`src/rtl/sub_top.sv`:
```
// ============================================================================
// sub_top: registered WIDTH-bit two's-complement subtractor with signed overflow (rev 1.0)
// ============================================================================
`default_nettype none

module sub_fa (
  input  logic x,
  input  logic y,
  input  logic ci,
  output logic s,
  output logic co
);
  assign s  = x ^ y ^ ci;
  assign co = (x & y) | (ci & (x ^ y));
endmodule

module sub_top #(
  parameter int WIDTH = 6
) (
  input  logic             clk,
  input  logic             rst,
  input  logic [WIDTH-1:0] a,
  input  logic [WIDTH-1:0] b,
  output logic [WIDTH-1:0] out,
  output logic             overflow
);
  logic [WIDTH-1:0] w_b_n;
  logic [WIDTH-1:0] w_sum;
  logic [WIDTH:0]   w_carry;
  logic             w_ovf;

  // a - b = a + ~b + 1: seed the ripple chain with a carry-in of 1
  assign w_b_n      = ~b;
  assign w_carry[0] = 1'b1;

  generate
    for (genvar i = 0; i < WIDTH; i++) begin : g_ripple
      sub_fa u_fa (
        .x  (a[i]),
        .y  (w_b_n[i]),
        .ci (w_carry[i]),
        .s  (w_sum[i]),
        .co (w_carry[i+1])
      );
    end
  endgenerate

  // Signed overflow: carry into the sign bit disagrees with carry out of it
  assign w_ovf = w_carry[WIDTH-1] ^ w_carry[WIDTH];

  always_ff @(posedge clk) begin
    if (rst) begin
      out      <= '0;
      overflow <= 1'b0;
    end else begin
      out      <= w_sum;
      overflow <= w_ovf;
    end
  end
endmodule

`default_nettype wire

```
`config.mk`:
```
export PLATFORM = sky130hd
export DESIGN_NAME = sub_top
export DESIGN_NICKNAME = d
export VERILOG_FILES = /design/src/rtl/sub_top.sv
export SDC_FILE = /design/constraint.sdc
export NUM_CORES = 1
export LEC_CHECK = 0
export ABC_AREA = 1
export ABC_CLOCK_PERIOD_IN_PS = 2670
export BUFFER_PORTS_ARGS = -buffer_cell sky130_fd_sc_hd__buf_2
export CAP_MARGIN = 30
export CELL_PAD_IN_SITES_DETAIL_PLACEMENT = 0
export CELL_PAD_IN_SITES_GLOBAL_PLACEMENT = 1
export CORE_AREA = 2 2 39 41
export CTS_BUF_LIST = sky130_fd_sc_hd__clkbuf_16
export DETAILED_ROUTE_END_ITERATION = 7
export DIE_AREA = 0 0 41 43
export PLACE_DENSITY = 0.69
export SETUP_SLACK_MARGIN = 0.02
export SYNTH_ARGS = -nofsm -noshare
export SYNTH_HDL_FRONTEND = slang
export SYNTH_SLANG_ARGS = --single-unit
```
`constraint.sdc`:
```
create_clock -name clk -period 2.67 [get_ports clk]
set_input_delay 0.1335 -clock clk [delete_from_list [all_inputs] [get_ports clk]]
set_output_delay 0.1335 -clock clk [all_outputs]
set_load 0.1 [all_outputs]
```
==> flow_summary.toml, run 1 <==
[floorplanning]
core-area_sq_um = 1380
rows = 14
die_h_um = 43
fp.dieW_um = 41
io_pins = 21
start_util = 0.237
dieArea_sq_um = 1760

[critical_path]
crit_chain = "buf_2, inv_1, ha_1, fa_1, fa_1, inv_1, fa_1, inv_1, fa_1, fa_1, nor2_1, nor2_1"
max_stage_delay_ps = 420
worst-path-buf-inv = 4
cp_top_family = "adder cells"
crit_type = "in2reg"
crit_path_top_delay_cell = "fa_1"
required_ps = 2790
critPathLaunchType = "primary input"
end_kind = "flop"
cp_max_fo = 3
worst_ep_arrival_time_ps = 2430
crit_path_frequent_cell = "fa_1"

[clocking]
ctsHoldBuffers = 0
cts.clk_slew.worst_paths_ps = 30
cts_max_path_buffers = 2
cts_resized = 0
h-tree-depth = 1
cts.sinks = 7
postCtsSetupBuffers = 0
cts_tree = "done"
cts_root_buf = "clkbuf_16"
numCtsBuffers = 3

[finish]
layoutNonFillerInstCount = 73
area_growth_pct = 60.7
final_layout_size_suffix_gt1_frac = 0.421
fin_nets = 78
insertedDiodeCount = 0

[routing]
via_per_inst = 3.56
num_vias = 260
dr.first_iter.drc_count = 2
avgRoutedWirePerCell_um = 7.12
drt_first_pass_iters = 2
ant_nets = 0
route.detailed.drc = 0
routed_wl_um = 520

[synthesis]
synthXorXnorAreaFrac = 0
synth_seq_cells = 7
ys_async_sr_fraction = 0
synth_cell_types = 7
synth-compound-area-share = 0
avgSynthCellArea_sq_um = 9.93
synth_mux_area_frac = 0
synth_fa_ha_area_frac = 0.344
yosysTopAreaCell = "dfxtp_1"
synth_top_family_by_area = "adder cells"
syn_inst = 33
synth_top_area_frac = 0.427
syn_area_sq_um = 328
synth_ff_type = "dfxtp_1"
synth.area.top_cells = "dfxtp_1 43%, fa_1 31%, inv_1 10%"
syn_nets = 53
synth_most_common_cell = "inv_1"
synthSimpleGateAreaFrac = 0.115
ys_seq_area_frac = 0.427
synth_commonest_cells = "9 x inv_1, 8 x nor2_1, 7 x dfxtp_1, 5 x fa_1, 2 x nand2_1"
synth_warnings = 0
synth_edf_count = 0

[global_routing]
grt_first_pass_wirelength_um = 890
antenna_found_initial = 0
grt_pass1_vias = 240
grt_max_degree = 8
grt-ovfl-total = 0
grtUsageTotal = 0.0793

[timing]
worst_slew_pin_slew_ps = 485
fin_crit_sh = 0.867
hold_violations = 0
setup_violations = 0
relSlewSlack = 0.679
whs_ps = 150
finalSetupTns_ps = 0
fmax_ghz = 0.432
min_period_ps = 2310
rsz0062_at_grt = "false"
drv_slew = 0

[run_status]
status = "complete, no violations"

[placed_design]
portBuffers = 20
dp.cells = 69
place.gp.congestion = 0.619

[power]
p_leak_uw = 0.000304
p_per_area_nw_per_um2 = 957
peakVddDrop_mv = 0.322

[run]
cap_violations = 0

[worst_hold_path]
hp-class = "in2reg"
layout make-up:
class                           count  area [sq um]
Fill cell                         147           857
Multi-Input combinational cell     16           150
Sequential cell                     7           140
Timing Repair Buffer               20           100
Clock buffer                        3          75.1
Inverter                           10          37.5
Tap cell                           16          20.0
Clock inverter                      1          3.75
routing by layer:
metal  up-vias  global-route usage  routed length, um
li1        138                   -                  -
met1       109              0.0839                196
met2        11               0.119                257
met3         2              0.0157                 49
met4         0              0.0800                 18
met5         -                   0                  0
flip-flops by register name (all words and copies together) (netlist names):
name,cells
overflow,1
out,6
cell usage in the layout (no fill, tap or decap), drive strengths merged:
master / n
nand2: 2
inv: 11
dfxtp: 7
nor2: 8
clkbuf: 3
fa: 5
buf: 20
ha: 1
stage by stage:
stage          utilization  worst slack, ps  area (sq um)  total power, uW
2_1_floorplan            -              293           328              234
3_3_place_gp         0.324              129           448              261
3_5_place_dp         0.324             81.7           448              263
4_1_cts              0.381              324           527              512
5_1_grt              0.381              175           527              527
6_report             0.381              356           527              504
cells by family after synthesis:
logic type | Yosys count
adder cells (fa/ha/maj) | 6
flip-flops | 7
AND/OR/NAND/NOR | 10
buffers and inverters | 10
worst paths after layout:
check / cells past startpoint / startpoint / slack (ps) / end
worst max-delay path: 12 / a[0] / 360 / overflow
worst min-delay path: 2 / rst / 150 / out[4]
power breakdown:
| group | switching (uW) | internal [uW] | total [uW] |
|---|---|---|---|
| combinational | 113 | 28.0 | 141 |
| clock | 50.1 | 194 | 244 |
| sequential | 1.98 | 117 | 119 |
| total | 165 | 339 | 504 |
No activity file was read; power rests on OpenSTA's default activity.
==> run 2: changes to the inputs <==
--- a/config.mk
+++ b/config.mk
@@ -6,16 +6,16 @@
 export NUM_CORES = 1
 export LEC_CHECK = 0
 export ABC_AREA = 1
-export ABC_CLOCK_PERIOD_IN_PS = 2670
+export ABC_CLOCK_PERIOD_IN_PS = 2100
 export BUFFER_PORTS_ARGS = -buffer_cell sky130_fd_sc_hd__buf_2
 export CAP_MARGIN = 30
 export CELL_PAD_IN_SITES_DETAIL_PLACEMENT = 0
 export CELL_PAD_IN_SITES_GLOBAL_PLACEMENT = 1
-export CORE_AREA = 2 2 39 41
+export CORE_MARGIN = 2
+export CORE_UTILIZATION = 24
 export CTS_BUF_LIST = sky130_fd_sc_hd__clkbuf_16
 export DETAILED_ROUTE_END_ITERATION = 7
-export DIE_AREA = 0 0 41 43
-export PLACE_DENSITY = 0.69
+export PLACE_DENSITY = 0.7
 export SETUP_SLACK_MARGIN = 0.02
 export SYNTH_ARGS = -nofsm -noshare
 export SYNTH_HDL_FRONTEND = slang
==> constraint.sdc (replaced) <==
create_clock -name clk -period 2.1 [get_ports clk]
set_input_delay 0.105 -clock clk [delete_from_list [all_inputs] [get_ports clk]]
set_output_delay 0.105 -clock clk [all_outputs]
set_load 0.1 [all_outputs]
==> run 2 against run 1 <==
Net effect: hold slack worse by 16 ps; global-route usage up 1.0 points; largest power group unchanged; worst setup slack worse by 400 ps; count of clock-buffer cells in the layout is the same; largest cell class unchanged; non-clock buffer count grew 1; the run now ends with setup timing left.
==> flow_summary.toml, run 2 (synthesis results as in run 1) <==
[finish]
fin_nets = 79
insertedDiodeCount = 0
largest_reg_flops = 6
layoutNonFillerInstCount = 73
area_growth_pct = 77.1
layout_commonest_cell = "buf_2"
final_layout_size_suffix_gt1_frac = 0.586
n_fill_cell = 127
regArea_sq_um = 140
multi_input_area_sq_um = 175
largest-register = "out"
reg_top3 = "out x6, overflow x1"
mostFrequentLayoutCells = "19 x buf_2, 8 x nor2_1, 7 x inv_1, 7 x dfxtp_1, 5 x fa_2"

[routing]
dr.first_iter.drc_count = 0
via_per_inst = 3.67
ant_nets = 0
avgRoutedWirePerCell_um = 8.41
route.detailed.drc = 0
num_vias = 268
routed_wl_um = 614
drt_first_pass_iters = 1

[clocking]
h-tree-depth = 1
cts_max_path_buffers = 2
cts_root_buf = "clkbuf_16"
cts_tree = "done"
numCtsBuffers = 3
cts.sinks = 7
cts.clk_slew.worst_paths_ps = 40

[floorplanning]
fp.dieW_um = 41.0
core-area_sq_um = 1280
dieArea_sq_um = 1680
start_util = 0.255
io_pins = 21
rows = 13
die_h_um = 41.0

[worst_hold_path]
hp-class = "in2reg"

[placed_design]
portBuffers = 20
place.gp.congestion = 0.601
dp.cells = 68
place_hpwl_um = 481

[critical_path]
crit_path_top_delay_cell = "fa_2"
critPathLaunchType = "primary input"
worst_ep_arrival_time_ps = 2260
cp_max_fo = 2
worst-path-buf-inv = 4
cp_top_family = "adder cells"
required_ps = 2220
crit_path_frequent_cell = "fa_2"
crit_chain = "buf_8, inv_12, ha_4, fa_2, fa_2, inv_2, fa_2, inv_2, fa_2, fa_2, nor2_1"
max_stage_delay_ps = 520
crit_type = "in2reg"
end_kind = "flop"

[timing]
rsz0062_at_grt = "true"
drv_slew = 0
hold_violations = 0
setup_violations = 1
fin_ws_ps = -40.9
worst_slew_pin_slew_ps = 485
whs_ps = 135
relSlewSlack = 0.679
fin_crit_sh = 1.02
min_period_ps = 2140
fmax_ghz = 0.467

[global_routing]
grt-ovfl-total = 0
grtUsageTotal = 0.0894
grt_first_pass_wirelength_um = 917
grt_max_degree = 8
grt_pass1_vias = 244
antenna_found_initial = 0

[run_status]
violations = "setup timing"
status = "finished with violations"

[power]
peakVddDrop_mv = 0.260
p_per_area_nw_per_um2 = 1130
p_leak_uw = 0.000307

[run]
cap_violations = 0
==> run 2: changes by cell type in the layout (fill, tap and decap cells not counted) <==
cell and delta:
inv_2 +2, fa_2 +5, fa_1 -5, buf_4 +1, inv_1 -3, buf_2 -1
buf_8 +1, ha_1 -1, inv_12 +1, ha_4 +1
==> run 2: worst paths after layout <==
| path | from | to | depth (start not counted) |
|---|---|---|---|
| max | a[0] | out[5] | 11 |
| min | rst | out[2] | 2 |
==> run 2: timing repair <==
item	4_1_cts	5_1_grt
gates cloned	0	0
setup endpoints to repair	2	2
pin swaps	4	0
gates resized for setup	3	0
hold buffers	0	0
setup buffers	1	0
==> run 2: report_power, final <==
group / internal (uW) / total (uW) / switching [uW]
registers: 149 / 152 / 3.30
logic: 43.3 / 191 / 148
clock network: 247 / 315 / 68.1
total: 440 / 659 / 219
==> run 2: stage by stage <==
step | worst slack, ps | power [uW] | utilization | setup TNS, ps | area [sq um]
2_1_floorplan | -141 | 305 | - | -217 | 365
3_3_place_gp | -378 | 341 | 0.377 | -696 | 484
3_5_place_dp | -397 | 343 | 0.377 | -743 | 484
4_1_cts | -48.4 | 667 | 0.452 | -48.4 | 581
5_1_grt | -105 | 692 | 0.452 | -173 | 581
6_report | -40.9 | 659 | 0.452 | -40.9 | 581
==> run 2: layout make-up <==
| class | instances | area share |
|---|---|---|
| Clock inverter | 1 | 0.00647 |
| Clock buffer | 3 | 0.129 |
| Inverter | 10 | 0.0862 |
| Sequential cell | 7 | 0.241 |
| Tap cell | 15 | 0.0323 |
| Timing Repair Buffer | 21 | 0.203 |
| Multi-Input combinational cell | 16 | 0.302 |
==> run 2: routing by layer <==
layer	GRT usage	routed length [um]
met1	0.100	224
met2	0.145	353
met3	0.0326	36
met4	0.0500	0
met5	0	0
==> run 3: changes to the inputs <==
--- a/config.mk
+++ b/config.mk
@@ -6,16 +6,16 @@
 export NUM_CORES = 1
 export LEC_CHECK = 0
 export ABC_AREA = 1
-export ABC_CLOCK_PERIOD_IN_PS = 2100
+export ABC_CLOCK_PERIOD_IN_PS = 2240
 export BUFFER_PORTS_ARGS = -buffer_cell sky130_fd_sc_hd__buf_2
 export CAP_MARGIN = 30
 export CELL_PAD_IN_SITES_DETAIL_PLACEMENT = 0
 export CELL_PAD_IN_SITES_GLOBAL_PLACEMENT = 1
-export CORE_MARGIN = 2
-export CORE_UTILIZATION = 24
+export CORE_AREA = 2 2 39 41
 export CTS_BUF_LIST = sky130_fd_sc_hd__clkbuf_16
 export DETAILED_ROUTE_END_ITERATION = 7
-export PLACE_DENSITY = 0.7
+export DIE_AREA = 0 0 41 43
+export PLACE_DENSITY = 0.69
 export SETUP_SLACK_MARGIN = 0.02
 export SYNTH_ARGS = -nofsm -noshare
 export SYNTH_HDL_FRONTEND = slang
==> constraint.sdc (replaced) <==
create_clock -name clk -period 2.24 [get_ports clk]
set_input_delay 0.112 -clock clk [delete_from_list [all_inputs] [get_ports clk]]
set_output_delay 0.112 -clock clk [all_outputs]
set_load 0.1 [all_outputs]
==> run 3 against run 2 <==
Net effect: the run now ends clean; core utilization fell by 3.0 points; clock power is 7.0% lower; flip-flop and latch count is the same; routed wire length up 7.2%; largest cell class unchanged; largest power group unchanged; highest routed layer is now met4.
==> flow_summary.toml, run 3 (synthesis results as in run 1) <==
[worst_hold_path]
min-delay-start = "rst"
hold_path_depth = 2
hp-class = "in2reg"
hold_path_end = "out[2]"

[clocking]
cts_max_path_buffers = 2
cts.clk_slew.worst_paths_ps = 40
h-tree-depth = 1
numCtsBuffers = 3
cts_tree = "done"
cts.sinks = 7
cts_root_buf = "clkbuf_16"
ctsHoldBuffers = 0

[critical_path]
crit_path_top_delay_cell = "fa_2"
worst_ep_arrival_time_ps = 2300
end_kind = "flop"
cp_top_family = "adder cells"
critPathLaunchType = "primary input"
crit_chain = "buf_8, inv_12, ha_4, fa_2, fa_2, inv_2, fa_2, inv_2, fa_2, fa_2, nor2_2"
cp_max_fo = 2
crit_cells = 11
worst-path-buf-inv = 4
max_stage_delay_ps = 540
required_ps = 2350
startpoint = "a[0]"
crit_type = "in2reg"
crit_path_frequent_cell = "fa_2"

[power]
p_per_area_nw_per_um2 = 1060
p_leak_uw = 0.000307
power.total_uw = 618
peakVddDrop_mv = 0.258

[finish]
design_area_sq_um = 584
largest-register = "out"
layout_commonest_cell = "buf_2"
n_fill_cell = 136
fin_nets = 79
insertedDiodeCount = 0
reg_top3 = "out x6, overflow x1"
mostFrequentLayoutCells = "19 x buf_2, 7 x inv_1, 7 x nor2_1, 7 x dfxtp_1, 5 x fa_2"
area_growth_pct = 78.2
largest_reg_flops = 6
final_layout_size_suffix_gt1_frac = 0.603

[run_status]
status = "complete, no violations"

[timing]
rsz0062_at_grt = "true"
fmax_ghz = 0.457
fin_ws_ps = 54.0
worst_slew_pin_slew_ps = 488
drv_slew = 0
relSlewSlack = 0.677
fin_crit_sh = 0.976
setup_violations = 0
hold_violations = 0
min_period_ps = 2190

[floorplanning]
fp.dieW_um = 41
io_pins = 21
core-area_sq_um = 1380
die_h_um = 43
rows = 14
start_util = 0.237
dieArea_sq_um = 1760

[routing]
num_vias = 280
wl_met2_um = 362
wl_met1_um = 235
highest_layer = "met4"
dr.first_iter.drc_count = 1
via_per_inst = 3.78
ant_nets = 0
avgRoutedWirePerCell_um = 8.89
wl_met3_um = 49
routed_wl_um = 658
route.detailed.drc = 0
drt_first_pass_iters = 2

[placed_design]
pre_cts_slack_ps = -260
place.gp.congestion = 0.617
portBuffers = 20
placedInstanceArea_sq_um = 485

[global_routing]
antenna_found_initial = 0
grt_max_degree = 8
grtUsageTotal = 0.0962
grt_pass1_vias = 276
grt_first_pass_wirelength_um = 1040
grt-ovfl-total = 0

[run]
cap_violations = 0
## run 3: cell counts in the layout (fill, tap and decap cells not counted)
No cell type changed its count.
## run 3: repair_timing
action                     in CTS  in global routing
cloned                          0                  0
gates resized for setup         1                  3
setup endpoints to repair       1                  1
buffers inserted                0                  1
pin swaps                       1                  3
## run 3: per-stage QoR
stage           util  std cells  hold slack (ps)  setup TNS (ps)
6_report       0.422         74              159               0
5_1_grt        0.422         74              169           -24.9
4_1_cts        0.410         73              153               0
3_5_place_dp   0.351         69              388            -454
3_3_place_gp   0.351         69              385            -418
2_1_floorplan      -         33              179           -7.64
## run 3: report_power, final
group	switching (uW)	internal, uW	leakage, uW
logic	141	42.1	0.000207
clock network	61.5	232	0.0000423
registers	2.58	140	0.0000584
## run 3: area by class of cell
class,count,area [sq um],area share
Clock inverter,1,3.75,0.00642
Tap cell,16,20.0,0.0343
Clock buffer,3,75.1,0.128
Sequential cell,7,140,0.240
Multi-Input combinational cell,16,178,0.304
Timing Repair Buffer,21,118,0.201
Inverter,10,50.0,0.0857
## run 3: worst max path at each step
stage | slack [ps] | to
2_1_floorplan | -8 | out[5]
3_3_place_gp | -240 | out[5]
3_5_place_dp | -260 | out[5]
4_1_cts | 20 | out[5]
5_1_grt | -20 | out[5]
6_report | 50 | out[5]
## run 3: layer usage
metal / global-route usage / vias to the layer above
met5: 0 / -
met4: 0.100 / 0
met3: 0.0157 / 2
met2: 0.166 / 11
met1: 0.0792 / 127
li1: - / 140
